`src/rtl/match_controller_if.sv`:
```
// Bus between the match controller and the scoreboard datapath.
// The free_hit status line exists only when FREE_HIT_EN is defined.
interface match_controller_if;
    logic       start;
    logic       delivery;
    logic [3:0] outcome;
    logic       batting_team;
    logic [7:0] runs;
    logic [3:0] wickets;
    logic [6:0] balls;
    logic [4:0] over_num;
    logic [2:0] ball_in_over;
    logic [8:0] target;
    logic [2:0] state;
    logic       inning_over;
    logic       game_over;
    logic [1:0] winner;
    logic       ball_accept;
`ifdef FREE_HIT_EN
    logic       free_hit;
`endif

    modport master (
        output start, delivery, outcome,
`ifdef FREE_HIT_EN
        input  free_hit,
`endif
        input  batting_team, runs, wickets, balls, over_num, ball_in_over,
        input  target, state, inning_over, game_over, winner, ball_accept
    );

    modport slave (
        input  start, delivery, outcome,
`ifdef FREE_HIT_EN
        output free_hit,
`endif
        output batting_team, runs, wickets, balls, over_num, ball_in_over,
        output target, state, inning_over, game_over, winner, ball_accept
    );
endinterface

```
`src/rtl/match_controller.sv`:
```
// Two-innings limited-overs match sequencer: per-team counters, innings/chase decisions, winner.
// Optional free-hit rule after a no-ball is built in when FREE_HIT_EN is defined.
//
//   state | meaning
//   IDLE  | waiting for start after reset
//   INN1  | team 1 batting
//   BRK   | inning break, down-counter running
//   INN2  | team 2 batting, chasing target
//   DONE  | match finished, winner latched
module match_controller #(
    parameter int MAX_BALLS    = 120,
    parameter int MAX_WICKETS  = 10,
    parameter int BREAK_CYCLES = 16
) (
    input  logic               clk_fpga,
    input  logic               reset,
    match_controller_if.slave  bus
);
    typedef enum logic [2:0] {
        IDLE = 3'd0,
        INN1 = 3'd1,
        BRK  = 3'd2,
        INN2 = 3'd3,
        DONE = 3'd4
    } state_t;

    localparam int BW = (BREAK_CYCLES > 1) ? $clog2(BREAK_CYCLES) : 1;

    state_t          state_q;
    logic [7:0]      runs1, runs2;
    logic [3:0]      wkts1, wkts2;
    logic [6:0]      balls1, balls2;
    logic [8:0]      target_q;
    logic [1:0]      winner_q;
    logic            batting_q;
    logic            accept_q;
    logic [BW-1:0]   break_cnt;

    logic [2:0]      run_add;
    logic            legal, wkt, fh_active;
    logic            apply, start_go, chase, all_out, end_inn, break_done, show2;
    logic [7:0]      cur_runs, nxt_runs;
    logic [8:0]      run_sum;
    logic [3:0]      cur_wkts, nxt_wkts;
    logic [6:0]      cur_balls, nxt_balls, disp_balls;

    always_comb begin
        run_add = 3'd0;
        legal   = 1'b1;
        wkt     = 1'b0;
        case (bus.outcome)
            4'd0, 4'd1, 4'd2:        run_add = 3'd0;
            4'd3, 4'd4, 4'd5, 4'd6:  run_add = 3'd1;
            4'd7, 4'd8, 4'd9:        run_add = 3'd2;
            4'd10:                   run_add = 3'd3;
            4'd11:                   run_add = 3'd4;
            4'd12:                   run_add = 3'd6;
            4'd13, 4'd14: begin
                run_add = 3'd1;
                legal   = 1'b0;
            end
            default:                 wkt = ~fh_active;
        endcase
    end

    // Post-update values of the batting team; end of innings is judged on these.
    always_comb begin
        apply      = bus.delivery && (state_q == INN1 || state_q == INN2);
        start_go   = bus.start && (state_q == IDLE || state_q == DONE);
        cur_runs   = (state_q == INN2) ? runs2  : runs1;
        cur_wkts   = (state_q == INN2) ? wkts2  : wkts1;
        cur_balls  = (state_q == INN2) ? balls2 : balls1;
        run_sum    = {1'b0, cur_runs} + {6'b0, run_add};
        nxt_runs   = run_sum[8] ? 8'hFF : run_sum[7:0];
        nxt_wkts   = cur_wkts + {3'b0, wkt};
        nxt_balls  = cur_balls + {6'b0, legal};
        chase      = (state_q == INN2) && ({1'b0, nxt_runs} >= target_q);
        all_out    = (nxt_wkts == 4'(MAX_WICKETS)) || (nxt_balls == 7'(MAX_BALLS));
        end_inn    = apply && (all_out || chase);
        break_done = (state_q == BRK) && (break_cnt == '0);
    end

    always_ff @(posedge clk_fpga or posedge reset) begin
        if (reset) begin
            state_q   <= IDLE;
            runs1     <= '0;
            runs2     <= '0;
            wkts1     <= '0;
            wkts2     <= '0;
            balls1    <= '0;
            balls2    <= '0;
            target_q  <= '0;
            winner_q  <= '0;
            batting_q <= 1'b0;
            accept_q  <= 1'b0;
            break_cnt <= '0;
        end else begin
            accept_q <= apply;
            case (state_q)
                IDLE, DONE: begin
                    if (start_go) begin
                        state_q   <= INN1;
                        runs1     <= '0;
                        runs2     <= '0;
                        wkts1     <= '0;
                        wkts2     <= '0;
                        balls1    <= '0;
                        balls2    <= '0;
                        target_q  <= '0;
                        winner_q  <= '0;
                        batting_q <= 1'b0;
                    end
                end
                INN1: begin
                    if (apply) begin
                        runs1  <= nxt_runs;
                        wkts1  <= nxt_wkts;
                        balls1 <= nxt_balls;
                        if (end_inn) begin
                            state_q   <= BRK;
                            target_q  <= {1'b0, nxt_runs} + 9'd1;
                            break_cnt <= BW'(BREAK_CYCLES - 1);
                        end
                    end
                end
                BRK: begin
                    if (break_done) begin
                        state_q   <= INN2;
                        batting_q <= 1'b1;
                    end else begin
                        break_cnt <= break_cnt - 1'b1;
                    end
                end
                INN2: begin
                    if (apply) begin
                        runs2  <= nxt_runs;
                        wkts2  <= nxt_wkts;
                        balls2 <= nxt_balls;
                        if (end_inn) begin
                            state_q  <= DONE;
                            winner_q <= chase ? 2'b10 : (nxt_runs == runs1) ? 2'b11 : 2'b01;
                        end
                    end
                end
                default: state_q <= IDLE;
            endcase
        end
    end

`ifdef FREE_HIT_EN
    logic free_hit_q;

    always_ff @(posedge clk_fpga or posedge reset) begin
        if (reset)
            free_hit_q <= 1'b0;
        else if (start_go || break_done || end_inn)
            free_hit_q <= 1'b0;
        else if (apply)
            free_hit_q <= (bus.outcome == 4'd14) || ((bus.outcome == 4'd13) && free_hit_q);
    end

    assign fh_active    = free_hit_q;
    assign bus.free_hit = free_hit_q;
`else
    assign fh_active = 1'b0;
`endif

    // Break shows team 1's final card; DONE keeps team 2's card on display.
    assign show2            = (state_q == INN2) || (state_q == DONE);
    assign disp_balls       = show2 ? balls2 : balls1;
    assign bus.runs         = show2 ? runs2 : runs1;
    assign bus.wickets      = show2 ? wkts2 : wkts1;
    assign bus.balls        = disp_balls;
    assign bus.over_num     = 5'(disp_balls / 7'd6);
    assign bus.ball_in_over = 3'(disp_balls % 7'd6);
    assign bus.batting_team = batting_q;
    assign bus.target       = target_q;
    assign bus.state        = state_q;
    assign bus.inning_over  = (state_q == BRK) || (state_q == DONE);
    assign bus.game_over    = (state_q == DONE);
    assign bus.winner       = winner_q;
    assign bus.ball_accept  = accept_q;
endmodule

```
`src/flat_wrapper.sv`:
```
// flat-port wrapper written by rule: the top's interface ports become plain ports
module match_controller_flat 
#(
    parameter int MAX_BALLS    = 120,
    parameter int MAX_WICKETS  = 10,
    parameter int BREAK_CYCLES = 16
)
  (clk_fpga, reset, bus_start, bus_delivery, bus_outcome, bus_batting_team, bus_runs, bus_wickets, bus_balls, bus_over_num, bus_ball_in_over, bus_target, bus_state, bus_inning_over, bus_game_over, bus_winner, bus_ball_accept);
  match_controller_if bus_i ();
  input  logic clk_fpga;
  input  logic reset;
  input wire logic [$bits(bus_i.start)-1:0] bus_start;
  input wire logic [$bits(bus_i.delivery)-1:0] bus_delivery;
  input wire logic [$bits(bus_i.outcome)-1:0] bus_outcome;
  output wire logic [$bits(bus_i.batting_team)-1:0] bus_batting_team;
  output wire logic [$bits(bus_i.runs)-1:0] bus_runs;
  output wire logic [$bits(bus_i.wickets)-1:0] bus_wickets;
  output wire logic [$bits(bus_i.balls)-1:0] bus_balls;
  output wire logic [$bits(bus_i.over_num)-1:0] bus_over_num;
  output wire logic [$bits(bus_i.ball_in_over)-1:0] bus_ball_in_over;
  output wire logic [$bits(bus_i.target)-1:0] bus_target;
  output wire logic [$bits(bus_i.state)-1:0] bus_state;
  output wire logic [$bits(bus_i.inning_over)-1:0] bus_inning_over;
  output wire logic [$bits(bus_i.game_over)-1:0] bus_game_over;
  output wire logic [$bits(bus_i.winner)-1:0] bus_winner;
  output wire logic [$bits(bus_i.ball_accept)-1:0] bus_ball_accept;
  assign bus_i.start = bus_start;
  assign bus_i.delivery = bus_delivery;
  assign bus_i.outcome = bus_outcome;
  assign bus_batting_team = bus_i.batting_team;
  assign bus_runs = bus_i.runs;
  assign bus_wickets = bus_i.wickets;
  assign bus_balls = bus_i.balls;
  assign bus_over_num = bus_i.over_num;
  assign bus_ball_in_over = bus_i.ball_in_over;
  assign bus_target = bus_i.target;
  assign bus_state = bus_i.state;
  assign bus_inning_over = bus_i.inning_over;
  assign bus_game_over = bus_i.game_over;
  assign bus_winner = bus_i.winner;
  assign bus_ball_accept = bus_i.ball_accept;
  match_controller #(.MAX_BALLS(MAX_BALLS), .MAX_WICKETS(MAX_WICKETS), .BREAK_CYCLES(BREAK_CYCLES)) u_core (.clk_fpga(clk_fpga), .reset(reset), .bus(bus_i));
endmodule
```
`config.mk`:
```
export PLATFORM = sky130hd
export DESIGN_NAME = match_controller_flat
export DESIGN_NICKNAME = d
export VERILOG_FILES = /design/src/rtl/match_controller_if.sv /design/src/rtl/match_controller.sv /design/src/flat_wrapper.sv
export SDC_FILE = /design/constraint.sdc
export NUM_CORES = 1
export LEC_CHECK = 0
export BUFFER_PORTS_ARGS = -buffer_cell sky130_fd_sc_hd__buf_2
export CAP_MARGIN = 20
export CORE_MARGIN = 1
export CORE_UTILIZATION = 55
export CTS_BUF_LIST = sky130_fd_sc_hd__clkbuf_8
export CTS_CLUSTER_DIAMETER = 100
export DETAILED_ROUTE_END_ITERATION = 12
export HOLD_SLACK_MARGIN = 0.12
export PLACE_DENSITY = 0.76
export SKIP_CTS_REPAIR_TIMING = 1
export SYNTH_ARGS = -nofsm -noshare
export SYNTH_HDL_FRONTEND = slang
export SYNTH_SLANG_ARGS = --single-unit
```
`constraint.sdc`:
```
create_clock -name clk_fpga -period 6.1 [get_ports clk_fpga]
set_input_delay 0.61 -clock clk_fpga [delete_from_list [all_inputs] [get_ports clk_fpga]]
set_output_delay 0.61 -clock clk_fpga [all_outputs]
set_load 0.02 [all_outputs]
```
# After elaboration in Yosys (flattened, before gate mapping)
# Cells that the tools add are included.
# word_totals
ram_bits	0
mem_bits_ro	0
reg_bits	58
latch_bits	0
word_cells	124
n_memories	0
in_bits	8
output_inout_bits	45
# op_classes
n_lt_le_gt_ge	1
muxes	46
div_mod_pow	2
bitwise	0
shift	0
n_reduce_logical	30
n_eq_ne	28
addsub	5
n_mul	0
# ops
operator	n
$mux 8	5
$eq 4x4->1 const B	8
$pmux 8 s2	2
$mux 4	7
$mux 7	4
$pmux 7 s2	2
$mux 9	3
$pmux 4 s2	3
$mux 3	6
$pmux 9 s2	1
$eq 4x3->1 const B	4
$pmux 3 s5	1
$reduce_or 15->1	1
$ne 2x1->1 const B	6
$pmux 3 s4	1
$reduce_and 4->1	3
$mux 2	5
$add 8x1->9 const B	1
$add 8x3->9	1
$ge 8x9->1	1
$reduce_and 3->1	3
$eq 4x2->1 const B	2
$eq 8x8->1	1
$logic_not 4->1	2
other kinds (22)	39

# Logic depth before layout (Yosys ltp)
# logic_depth
depth_word	12
ltp_mapped	25
ltp_nobuf	19

# Worst setup path after synthesis
# OpenSTA, ideal clock, no wires.
# synth_timing
path_kind	register -> register
startpoint	register u_core.state_q[2], in the netlist u_core.bus.state[2]
endpoint	register u_core.winner_q[0], in the netlist u_core.bus.winner[0]
slack_ns	1.064
arrival_time_ns	4.909
period_less_slack_ns	5.036
required_time_ns	5.972
path_stages_with_launch	24
cell_sequence	dfrtp_1 buf_2 nand3b_1 buf_2 buf_2 buf_1 nand2_1 nand2_1 ha_1 fa_1 a21o_1 clkbuf_2 and2_1 o211ai_1 o21a_1 inv_1 ha_1 and4_1 o21ai_0 o221a_2 nor4_1 a211oi_2 a21oi_1 mux2_1
# synth_via
elab_chain_len	10
elab_cells_between_ends	32
cone_classes	3 x add/sub; 1 x order compare; 8 x eq/ne; 8 x mux; 12 x reduce/logical
# synth_rtl
item	line	source
start, declared	match_controller.sv:29	state_t state_q;
start signal, assigned	match_controller.sv:85	state_q <= IDLE;
start signal, assigned	match_controller.sv:102	state_q <= INN1;
start signal, assigned	match_controller.sv:120	state_q <= BRK;
$eq 3x2->1	--	
$mux 8	match_controller.sv:70	cur_runs = (state_q == INN2) ? runs2 : runs1;
$add 8x3->9	match_controller.sv:73	run_sum = {1'b0, cur_runs} + {6'b0, run_add};
$mux 8	match_controller.sv:74	nxt_runs = run_sum[8] ? 8'hFF : run_sum[7:0];
$ge 8x9->1	match_controller.sv:77	chase = (state_q == INN2) && ({1'b0, nxt_runs} >= target_q);
$logic_and 1x1->1	match_controller.sv:77	
$mux 2 / $logic_or 1x1->1 (equally long branches)	match_controller.sv:141, match_controller.sv:79	
$mux 2 / $logic_and 1x1->1 (equally long branches)	match_controller.sv:139, match_controller.sv:79	
$mux 2 / $ne 2x1->1 (equally long branches)	--	
$pmux 2 s2 / $reduce_and 4->1 (equally long branches)	--	
end signal, assigned	match_controller.sv:141	winner_q <= chase ? 2'b10 : (nxt_runs == runs1) ? 2'b11 : 2'b01;
end, declared	match_controller.sv:34	logic [1:0] winner_q;
# Several ways; a longest one is shown, not always the timed one. The select of a mux whose other input is x is not followed.
# A chain may end at the register's enable or synchronous reset.

# Final worst setup path
# layout_timing
startpoint	register u_core.state_q[1], in the netlist u_core.bus.state[1]
endpoint	register u_core.winner_q[0], in the netlist u_core.bus.winner[0]
# Same word-level chain as after synthesis.

==> flow_summary.yaml <==
floorplanning:
  die_w_um: 93.5
  top_level_ports: 53
  core_area_um2: 7930
  die_h_um: 93.5
  rows: 32
  die-area_um2: 8740
  start_util_pct: 58.0
timing:
  setup_tns_ps: 0
  postLayoutSetupSlackWorst_ps: 1040
  rsz0062_at_grt: "no"
  hold_violations: 0
  setup_viol: 0
  min_period_ps: 5060
  slew_headroom_pct: 34.1
  tightest_slew_ps: 988
  max_freq_mhz: 197
  finalCritPeriodShare_pct: 83.0
  finalMaxSlewViolations: 0
  clock_skew_ps: 6.68
power_and_ir_drop:
  p_leak_nw: 2.35
  ir_worst_vdd_uv: 245
  p_per_area_nw_per_um2: 320
  finalPower_mw: 1.62
detailed_routing:
  wl_per_cell_um: 18.0
  vias: 4431
  routed_via_density: 6.36
  wl_um: 12500
  drt_iter0_markers: 268
  route.detailed.drc: 0
  drt_pass1_iterations: 5
  ant_nets: 0
synth:
  async_flop_share_pct: 100
  synth_top_family_by_area: "compound AO/OA/AOI/OAI gates"
  synth.area.mux_share_pct: 5.46
  synth_compound_area_share_pct: 24.9
  synth_edf_count: 0
  yosysWarnings: 0
  synthSimpleGateAreaFrac_pct: 21.6
  synthAdderAreaFrac_pct: 5.33
  synth-seq-cells: 58
  synth_nets: 587
  seq_area_frac_synth_pct: 31.5
  ys_types: 73
  synth_flop_cell: "dfrtp_1"
  syn_area_per_cell_um2: 8.22
  synthesis.area_um2: 4600
  synthXorXnorAreaFrac_pct: 5.14
  syn-instance-count: 560
clock_network:
  clock_latency_ps: 340
  cts_buffer_depth: 2
  cts_root_buf: "clkbuf_8"
  cts_buffers: 9
  cts_tree: "done"
  cts.sinks: 58
  htree_levels: 3
  path_clk_slew_ps: 70
global_routing:
  antenna_found_initial: 0
  grt_pass1_vias: 4134
  grt_max_degree: 59
  track_usage_pct: 29.8
  grt_first_pass_wirelength_um: 20200
  grt_overflow: 0
worst_setup_path:
  cp_cell_sequence: "nand3b_1 -> nand2_1 -> nand2_1 -> ha_1 -> fa_1 -> a21o_1 -> and2_1 -> o21ai_0 -> o21a_1 -> inv_1 -> ha_1 -> and4_1 -> o21ai_0 -> o221a_2 -> nor4_1 -> a211oi_2 -> a21oi_1 -> mux2_1"
  critPathLaunch: "u_core.bus.state[1]"
  path_class: "flip-flop to flip-flop"
  critPathArrivalTime_ps: 5290
  worstReg2RegStart: "u_core.bus.state[1]"
  worst_ep_required_time_ps: 6330
  worst_path_dominant_cell_family: "compound AO/OA/AOI/OAI gates"
  cp-end-kind: "flip-flop"
  worstPathMaxFanout: 21
  cp_num_buf_inv: 1
  slowest_stage: "dfrtp_1"
  start_kind: "flip-flop"
  worst_path_largest_cell_delay_ps: 690
placed_design:
  place_area_um2: 4840
  dpl.hpwl_um: 8640
  portBuffers: 52
  finalWeightedCongestion: 0.910
  dp_slack_ps: 1120
finish:
  drive_gt1_share_pct: 17.6
  layout_common_cells: "87 x nand2_1, 58 x dfrtp_1, 52 x buf_2"
  diodes: 0
  fin_nets: 617
  final_common_cell: "nand2_1"
  syn_to_final_growth_pct: 9.71
  finalInstanceArea_um2: 5050
status:
  status: "complete, no violations"
worst_hold_path:
  hp-class: "input port to async pin"
job:
  drv_cap: 0
## Yosys cell counts (all sizes together) (6+ instances only)
master	number	area [µm²]
a21o	6	45.0
xor2	12	105
ha	18	225
a22o	17	149
mux2i	7	82.6
xnor2	15	131
clkbuf	20	76.3
nor2	38	143
o21a	6	45.0
nand2	88	333
nor3b	8	60.1
nor3	13	75.1
dfrtp	58	1450
a21oi	25	129
o21ai	52	272
mux2	15	169
o31ai	10	75.1
nand3	16	80.1
inv	26	97.6
a211oi	8	70.1
buf	18	104
## metrics by stage
step	cells	hold WS, ps	util, %
4_1_cts	696	457	63.5
5_1_grt	697	462	63.7
6_report	697	456	63.7
3_3_place_gp	680	482	61.1
2_1_floorplan	560	460	-
3_5_place_dp	680	490	61.1
## area by class of cell
cell class,count,area (µm²)
fillers,704,2880
multi-input cells,438,2880
flip-flops and latches,58,1450
repair buffers,57,302
clock buffers,10,138
well taps,102,128
inverters,26,97.6
clock inverters,6,57.6
## worst reg2reg max path, cell delays in order, from the launching register on
cell and delay (ps):
dfrtp_1 690, nand3b_1 280, nand2_1 140, nand2_1 70, ha_1 210, fa_1 450, a21o_1 330, and2_1 240
o21ai_0 200, o21a_1 230, inv_1 110, ha_1 290, and4_1 180, o21ai_0 80, o221a_2 260, nor4_1 400
a211oi_2 150, a21oi_1 290, mux2_1 350
## sequential cells by signal, indices dropped and copies added, names as in the netlist, 4 cells and up
name / count
u_core.break_cnt: 4
u_core.wkts2: 4
u_core.wkts1: 4
u_core.bus.target: 9
u_core.balls2: 7
u_core.balls1: 7
u_core.runs1: 8
u_core.runs2: 8
## where the power goes
part | switching (mW) | internal [mW]
registers | 0.0682 | 0.431
clock network | 0.163 | 0.197
logic | 0.450 | 0.308
## cell families (layout without fill, tap and decap cells)
group                      after synthesis  count (layout)
and+or+nand+nor                        207             207
AOI/OAI and AO/OA                      163             163
buffers and inverters                   64              99
DFF                                     58              58
xor gates and xnor gates                27              27
muxes                                   22              22
adders and majority gates               19              19
## path summary, 6_finish.rpt
path / cells past startpoint / end / slack [ps]
worst min-delay path: 3 / u_core.bus.ball_accept / 460
max in group asynchronous: 3 / u_core.wkts1[3] / 5150
worst max-delay path: 18 / u_core.bus.winner[0] / 1040
worst max register to register: 18 / u_core.bus.winner[0] / 1040
min in group clk_fpga: 2 / u_core.bus.state[2] / 460
worst min register to register: 2 / u_core.bus.target[5] / 510
## metal layers
layer	vias up	track usage (%)	share of wire, %
met1	2120	40.8	44
met4	0	15.1	3.4
met3	42	4.72	6.8
met2	197	45.6	46
li1	2072	-	-
met5	-	0	0
(Power assumes the default switching activity.)
